## config.mk

```make
export PLATFORM = sky130hd
export DESIGN_NAME = count_req_conditioner_flat
export DESIGN_NICKNAME = d
export VERILOG_FILES = /design/src/rtl/count_req_conditioner_if.sv /design/src/rtl/count_req_conditioner.sv /design/src/flat_wrapper.sv
export SDC_FILE = /design/constraint.sdc
export NUM_CORES = 1
export LEC_CHECK = 0
export CORE_MARGIN = 3
export CORE_UTILIZATION = 45
export CTS_CLUSTER_SIZE = 12
export DETAILED_ROUTE_END_ITERATION = 16
export DONT_BUFFER_PORTS = 1
export GPL_TIMING_DRIVEN = 0
export PLACE_DENSITY = 0.59
export RECOVER_POWER = 50
export REMOVE_ABC_BUFFERS = 1
export SLEW_MARGIN = 10
export SYNTH_ARGS = -nofsm -noshare
export SYNTH_HDL_FRONTEND = slang
export SYNTH_SLANG_ARGS = --single-unit
```

## constraint.sdc

```tcl
create_clock -name clk -period 2.7 [get_ports clk]
set_clock_uncertainty 0.05 [all_clocks]
set_input_delay 0.405 -clock clk [delete_from_list [all_inputs] [get_ports clk]]
set_output_delay 0.405 -clock clk [all_outputs]
set_load 0.03 [all_outputs]
```

## src/rtl/count_req_conditioner_if.sv

```systemverilog
`default_nettype none
// ============================================================================
//  Module      : count_req_conditioner_if
//  Description : Request/pulse/status bundle between a request source and the
//                occupancy-counter request conditioner.
//  Revision    : 1.0 - initial release
// ============================================================================
interface count_req_conditioner_if;
  logic       inc_req;
  logic       dec_req;
  logic [3:0] count_in;
  logic       clr_err;
  logic       up;
  logic       down;
  logic       overflow_err;
  logic       underflow_err;
  logic       busy;

  modport master (
    output inc_req, dec_req, count_in, clr_err,
    input  up, down, overflow_err, underflow_err, busy
  );

  modport slave (
    input  inc_req, dec_req, count_in, clr_err,
    output up, down, overflow_err, underflow_err, busy
  );
endinterface
`default_nettype wire

```

## src/rtl/count_req_conditioner.sv

```systemverilog
`default_nettype none
// ============================================================================
//  Module      : count_req_conditioner
//  Description : Synchronizes and edge-detects asynchronous inc/dec requests,
//                spaces them by a hold-off window and emits single-cycle
//                up/down pulses, refusing moves that would wrap the counter.
//  Revision    : 1.0 - initial release
// ============================================================================
module count_req_conditioner #(
  parameter int SYNC_STAGES = 2,
  parameter int HOLDOFF     = 3,
  parameter int MAX_COUNT   = 15
) (
  input  logic                    clk,
  input  logic                    n_rst,
  count_req_conditioner_if.slave  bus
);

  localparam int HW = (HOLDOFF > 1) ? $clog2(HOLDOFF) : 1;
  localparam int WW = $clog2(SYNC_STAGES + 2);

  typedef enum logic [0:0] {
    ST_IDLE = 1'b0,
    ST_HOLD = 1'b1
  } state_t;

  // Bit 0 is the increment channel, bit 1 the decrement channel.
  logic [1:0]    req_w;
  logic [1:0]    rise_w;
  logic [1:0]    edge_q, edge_d;
  logic [WW-1:0] warm_q, warm_d;
  state_t        state_q, state_d;
  logic [HW-1:0] hold_q, hold_d;
  logic          pend_inc_q, pend_inc_d;
  logic          pend_dec_q, pend_dec_d;
  logic          up_q, up_d;
  logic          down_q, down_d;
  logic          ovf_q, ovf_d;
  logic          unf_q, unf_d;
  logic          busy_q, busy_d;
  logic          inc_w, dec_w;

  assign req_w = {bus.dec_req, bus.inc_req};

  for (genvar gi = 0; gi < 2; gi++) begin : g_chan
    logic [SYNC_STAGES-1:0] sync_q, sync_d;
    logic                   prev_q, prev_d;

    // Synchronizer chain followed by the previous-sample flop for rise detection.
    always_comb begin
      sync_d = {sync_q[SYNC_STAGES-2:0], req_w[gi]};
      prev_d = sync_q[SYNC_STAGES-1];
    end

    // Synchronizer and previous-sample registers.
    always_ff @(posedge clk) begin
      if (!n_rst) begin
        sync_q <= '0;
        prev_q <= 1'b0;
      end else begin
        sync_q <= sync_d;
        prev_q <= prev_d;
      end
    end

    assign rise_w[gi] = sync_q[SYNC_STAGES-1] & ~prev_q;
  end

  assign inc_w = edge_q[0] | pend_inc_q;
  assign dec_w = edge_q[1] | pend_dec_q;

  // Next-state logic: warm-up masking, pending merge, IDLE/HOLD decisions, flags.
  always_comb begin
    // The chain was cleared by reset, so a request held high across release
    // looks like a rise until the chain has refilled; mask rises until then.
    warm_d     = (warm_q != '0) ? warm_q - WW'(1) : warm_q;
    edge_d     = (warm_q == '0) ? rise_w : 2'b00;
    state_d    = state_q;
    hold_d     = hold_q;
    pend_inc_d = pend_inc_q;
    pend_dec_d = pend_dec_q;
    up_d       = 1'b0;
    down_d     = 1'b0;
    ovf_d      = ovf_q & ~bus.clr_err;
    unf_d      = unf_q & ~bus.clr_err;

    case (state_q)
      ST_IDLE: begin
        if (inc_w && dec_w) begin
          pend_inc_d = 1'b0;
          pend_dec_d = 1'b0;
        end else if (inc_w) begin
          pend_inc_d = 1'b0;
          if (bus.count_in == 4'(MAX_COUNT)) begin
            ovf_d = 1'b1;
          end else begin
            up_d    = 1'b1;
            state_d = ST_HOLD;
            hold_d  = HW'(HOLDOFF - 1);
          end
        end else if (dec_w) begin
          pend_dec_d = 1'b0;
          if (bus.count_in == 4'd0) begin
            unf_d = 1'b1;
          end else begin
            down_d  = 1'b1;
            state_d = ST_HOLD;
            hold_d  = HW'(HOLDOFF - 1);
          end
        end
      end
      ST_HOLD: begin
        pend_inc_d = pend_inc_q | edge_q[0];
        pend_dec_d = pend_dec_q | edge_q[1];
        if (hold_q == '0) begin
          state_d = ST_IDLE;
        end else begin
          hold_d = hold_q - HW'(1);
        end
      end
      default: begin
        state_d = ST_IDLE;
      end
    endcase

    busy_d = (state_d == ST_HOLD) | pend_inc_d | pend_dec_d;
  end

  // State, pending, output and flag registers.
  always_ff @(posedge clk) begin
    if (!n_rst) begin
      warm_q     <= WW'(SYNC_STAGES + 1);
      edge_q     <= 2'b00;
      state_q    <= ST_IDLE;
      hold_q     <= '0;
      pend_inc_q <= 1'b0;
      pend_dec_q <= 1'b0;
      up_q       <= 1'b0;
      down_q     <= 1'b0;
      ovf_q      <= 1'b0;
      unf_q      <= 1'b0;
      busy_q     <= 1'b0;
    end else begin
      warm_q     <= warm_d;
      edge_q     <= edge_d;
      state_q    <= state_d;
      hold_q     <= hold_d;
      pend_inc_q <= pend_inc_d;
      pend_dec_q <= pend_dec_d;
      up_q       <= up_d;
      down_q     <= down_d;
      ovf_q      <= ovf_d;
      unf_q      <= unf_d;
      busy_q     <= busy_d;
    end
  end

  assign bus.up            = up_q;
  assign bus.down          = down_q;
  assign bus.overflow_err  = ovf_q;
  assign bus.underflow_err = unf_q;
  assign bus.busy          = busy_q;

endmodule
`default_nettype wire

```

## src/flat_wrapper.sv

```systemverilog
// flat-port wrapper written by rule: the top's interface ports become plain ports
module count_req_conditioner_flat 
#(
  parameter int SYNC_STAGES = 2,
  parameter int HOLDOFF     = 3,
  parameter int MAX_COUNT   = 15
)
  (clk, n_rst, bus_inc_req, bus_dec_req, bus_count_in, bus_clr_err, bus_up, bus_down, bus_overflow_err, bus_underflow_err, bus_busy);
  count_req_conditioner_if bus_i ();
  input  logic clk;
  input  logic n_rst;
  input wire logic [$bits(bus_i.inc_req)-1:0] bus_inc_req;
  input wire logic [$bits(bus_i.dec_req)-1:0] bus_dec_req;
  input wire logic [$bits(bus_i.count_in)-1:0] bus_count_in;
  input wire logic [$bits(bus_i.clr_err)-1:0] bus_clr_err;
  output wire logic [$bits(bus_i.up)-1:0] bus_up;
  output wire logic [$bits(bus_i.down)-1:0] bus_down;
  output wire logic [$bits(bus_i.overflow_err)-1:0] bus_overflow_err;
  output wire logic [$bits(bus_i.underflow_err)-1:0] bus_underflow_err;
  output wire logic [$bits(bus_i.busy)-1:0] bus_busy;
  assign bus_i.inc_req = bus_inc_req;
  assign bus_i.dec_req = bus_dec_req;
  assign bus_i.count_in = bus_count_in;
  assign bus_i.clr_err = bus_clr_err;
  assign bus_up = bus_i.up;
  assign bus_down = bus_i.down;
  assign bus_overflow_err = bus_i.overflow_err;
  assign bus_underflow_err = bus_i.underflow_err;
  assign bus_busy = bus_i.busy;
  count_req_conditioner #(.SYNC_STAGES(SYNC_STAGES), .HOLDOFF(HOLDOFF), .MAX_COUNT(MAX_COUNT)) u_core (.clk(clk), .n_rst(n_rst), .bus(bus_i));
endmodule
```

==> results.txt <==
- For the pin with the worst max-slew slack, the measured transition is 0.354 ns.
- Net total in the final layout: 91
* VDD IR max: 0.571 mV
* Util after Layout: 53.8%
- Average via count per standard cell: 5.33
* Register area: 400 um2
- The die covers 2310 um2.
* Worst endpoint required time: 2.25 ns
- Summing over every cut layer, the via total after detailed routing is 506.
- Register-to-register setup slack: 1.41 ns
* Number of warnings printed during yosys synthesis: 0
- Via count of the first global-routing pass: 485
- The number of antenna violations at the first check in global routing came to 0.
- The region available for standard cell placement spans 1580 um2.
- In this run the static leakage power is 0.334 nW.
- Final number of max-transition violations: 0
- Post-detail-place hpwl: 817 um
- After layout, the design draws a total of 589 uW.
- Critical path depth in cells: 0
* Height of the chip: 48.1 um
* Leading cell type in the layout, fill and taps excluded: dfxtp_1
- Top post-synthesis cells by area: dfxtp_1 (50%), and2_1 (6.3%), ha_1 (3.1%)
- Count of input and output buffers: 0
* Final-layout setup total negative slack: 0 ns
- After synthesis the cells add up to 796 um2.
- The worst setup path is of the register to primary output kind.
- Once detail routing completed, the nets flagged for antenna violations numbered 0.
* Total global routing overflow: 0
- CTS resizes: 0
- Count of endpoints failing hold in the final timing report: 0
- The pre-antenna-repair detailed-routing pass consisted of 2 iterations.
* Distinct cells, synth: 32
- Timing would allow up to 772 MHz.
- In this run the mean area of a mapped cell was 10.2 um2.
- After layout, the minimum clock period comes to 1.30 ns.
- In the routed design, unresolved DRC markers number 0.
* Post-CTS Setup Inserts: 0
- The detailed router finished its first iteration with 3 violations.
- Initial standard-cell utilization of the core: 50.5%
* Die width: 48.1 um
* Overall routing resource usage: 12.9%
* TritonCTS clock tree: yes
- Final hold analysis gives a worst-case slack of 0.104 ns.
* Multi-input gate area: 357 um2
- In this run, post-CTS hold repair placed 0 buffers.
- Top library cells by usage in the layout, fill and taps aside: dfxtp_1 (20), nand2_1 (6), inv_1 (5), nor2_1 (5)
- Placer's final routability congestion estimate: 0.700
- Reported max-cap violation count: 0
* Share of Yosys cell area claimed by the top area cell type: 50.3%
- The placed instances occupy a cell area of 796 um2.
- Category of the worst setup path launch point: register
- Mean routed wirelength per cell: 12.1 um
- The critical path ends at bus_underflow_err.
* Clock-pin slew on the worst setup and hold paths: 0.11 ns
* Post-route cell area: 848 um2
- In this run the critical register-to-register path is launched from u_core.hold_q[0].
- During I/O placement, the number of pins put on the boundary was 14.
- Clock latency on the worst-skew pair, taken at its later pin, is 0.30 ns.
* Final WL: 1150 um
* Number of sinks on the clock net: 20
* Crit share post-route: 48.0%
- The worst hold path belongs to the class input port to register.
- Fillcell total: 153
* Max_slew headroom: 76.4%
- In this run the worst path has a maximum fanout of 2.
- In this run, synthesis produced a sequential element count of 20.
* Fraction of the yosys area taken by sequential cells: 50.3%
* First-pass GRT wire length: 1960 um
- In the final layout, the share of cells above drive strength 1 is 15.2%.
- Synthesis-to-finish area growth: 6.60%
- Counting every instance in the synthesized netlist gives 78.
- Entering global routing, the biggest net connects 20 pins.
- The worst setup path is captured at a primary output.
- Run status: finished, final reports clean
- Clk buf depth: 2
- The worst register-to-register path ends at u_core.hold_q[0].
- The tree is rooted in a clkbuf_4.
* Post-synthesis cell type with the largest combined area: dfxtp_1
- Launching instance or port of the critical path: u_core.bus.underflow_err
* Final Setup Violations: 0
- H-tree depth reported by CTS: 1
- RSZ-0062 raised after global routing: no
- Rows: 14
- TritonCTS created 3 clock buffers.
- Data on the critical path arrives at its endpoint at 0.84 ns.
* Pwr Density: 694 nW/um2
* Number of antenna cells inserted: 0
- R2R cell count: 5
cell families (layout without fill, tap and decap cells):
kind of cell,Yosys count,count (layout),share of synthesized area (%)
flip-flops,20,20,50.3
multiplexers,2,2,3.14
buffers and inverters,8,9,4.87
adder cells (fa/ha/maj),2,2,3.14
AND/OR/NAND/NOR,36,36,29.9
XOR/XNOR,1,1,1.10
AO/OA/AOI/OAI,9,9,7.55
sequential cells by signal (all words and copies together) (netlist names), 2 cells and up:
register and flops:
u_core.hold_q 2, u_core.warm_q 2, u_core.edge_q 2, u_core.g_chan.prev_q 2, u_core.g_chan.sync_q 4
final cells by class:
cell class              count  area share (%)
clock buffers               3            2.65
inverters                   5            2.21
well taps                  16            2.36
multi-input cells          50            42.0
clock inverters             1            3.54
flip-flops and latches     20            47.2
through the flow:
stage	instances	setup slack (ns)
2_1_floorplan	75	1.46
3_3_place_gp	91	1.42
3_5_place_dp	91	1.42
4_1_cts	95	1.39
5_1_grt	95	1.32
6_report	95	1.40
per-layer routing:
layer	part of all wire, %	up-vias	global-route usage, %
li1	-	263	-
met4	1.2	0	4.84
met3	7.6	2	8.27
met2	48	18	20.8
met1	43	223	13.4
met5	0	-	0
report_power, final:
| part | internal (mW) | switching, mW |
|---|---|---|
| logic | 0.0180 | 0.0141 |
| registers | 0.306 | 0.00512 |
| clock network | 0.150 | 0.0948 |
| total | 0.475 | 0.114 |
cells in the mapped netlist (all sizes together):
cell type	number
a21oi	3
a311o	1
a32oi	1
and2	8
and3	2
and3b	2
buf	2
clkbuf	1
dfxtp	20
ha	2
inv	5
mux2	1
mux2i	1
nand2	6
nand2b	1
nand4	1
nor2	8
nor2b	3
nor3	1
nor4	2
nor4b	1
o211ai	1
o21ai	1
o22ai	1
o31ai	1
or2	1
xor2	1
how the worst min path moves through the flow:
stage / from / slack, ns / cells after the start / endpoint
floorplan: u_core.g_chan[0].sync_q[0] / 0.36 / 1 / u_core.g_chan[0].sync_q[1]
global placement: u_core.g_chan[0].sync_q[0] / 0.37 / 1 / u_core.g_chan[0].sync_q[1]
detailed placement: u_core.g_chan[0].sync_q[0] / 0.38 / 1 / u_core.g_chan[0].sync_q[1]
CTS: n_rst / 0.1 / 1 / u_core.warm_q[1]
global route: n_rst / 0.08 / 1 / u_core.warm_q[1]
finish: n_rst / 0.10 / 1 / u_core.warm_q[1]
No activity file was read; power rests on OpenSTA's default activity.
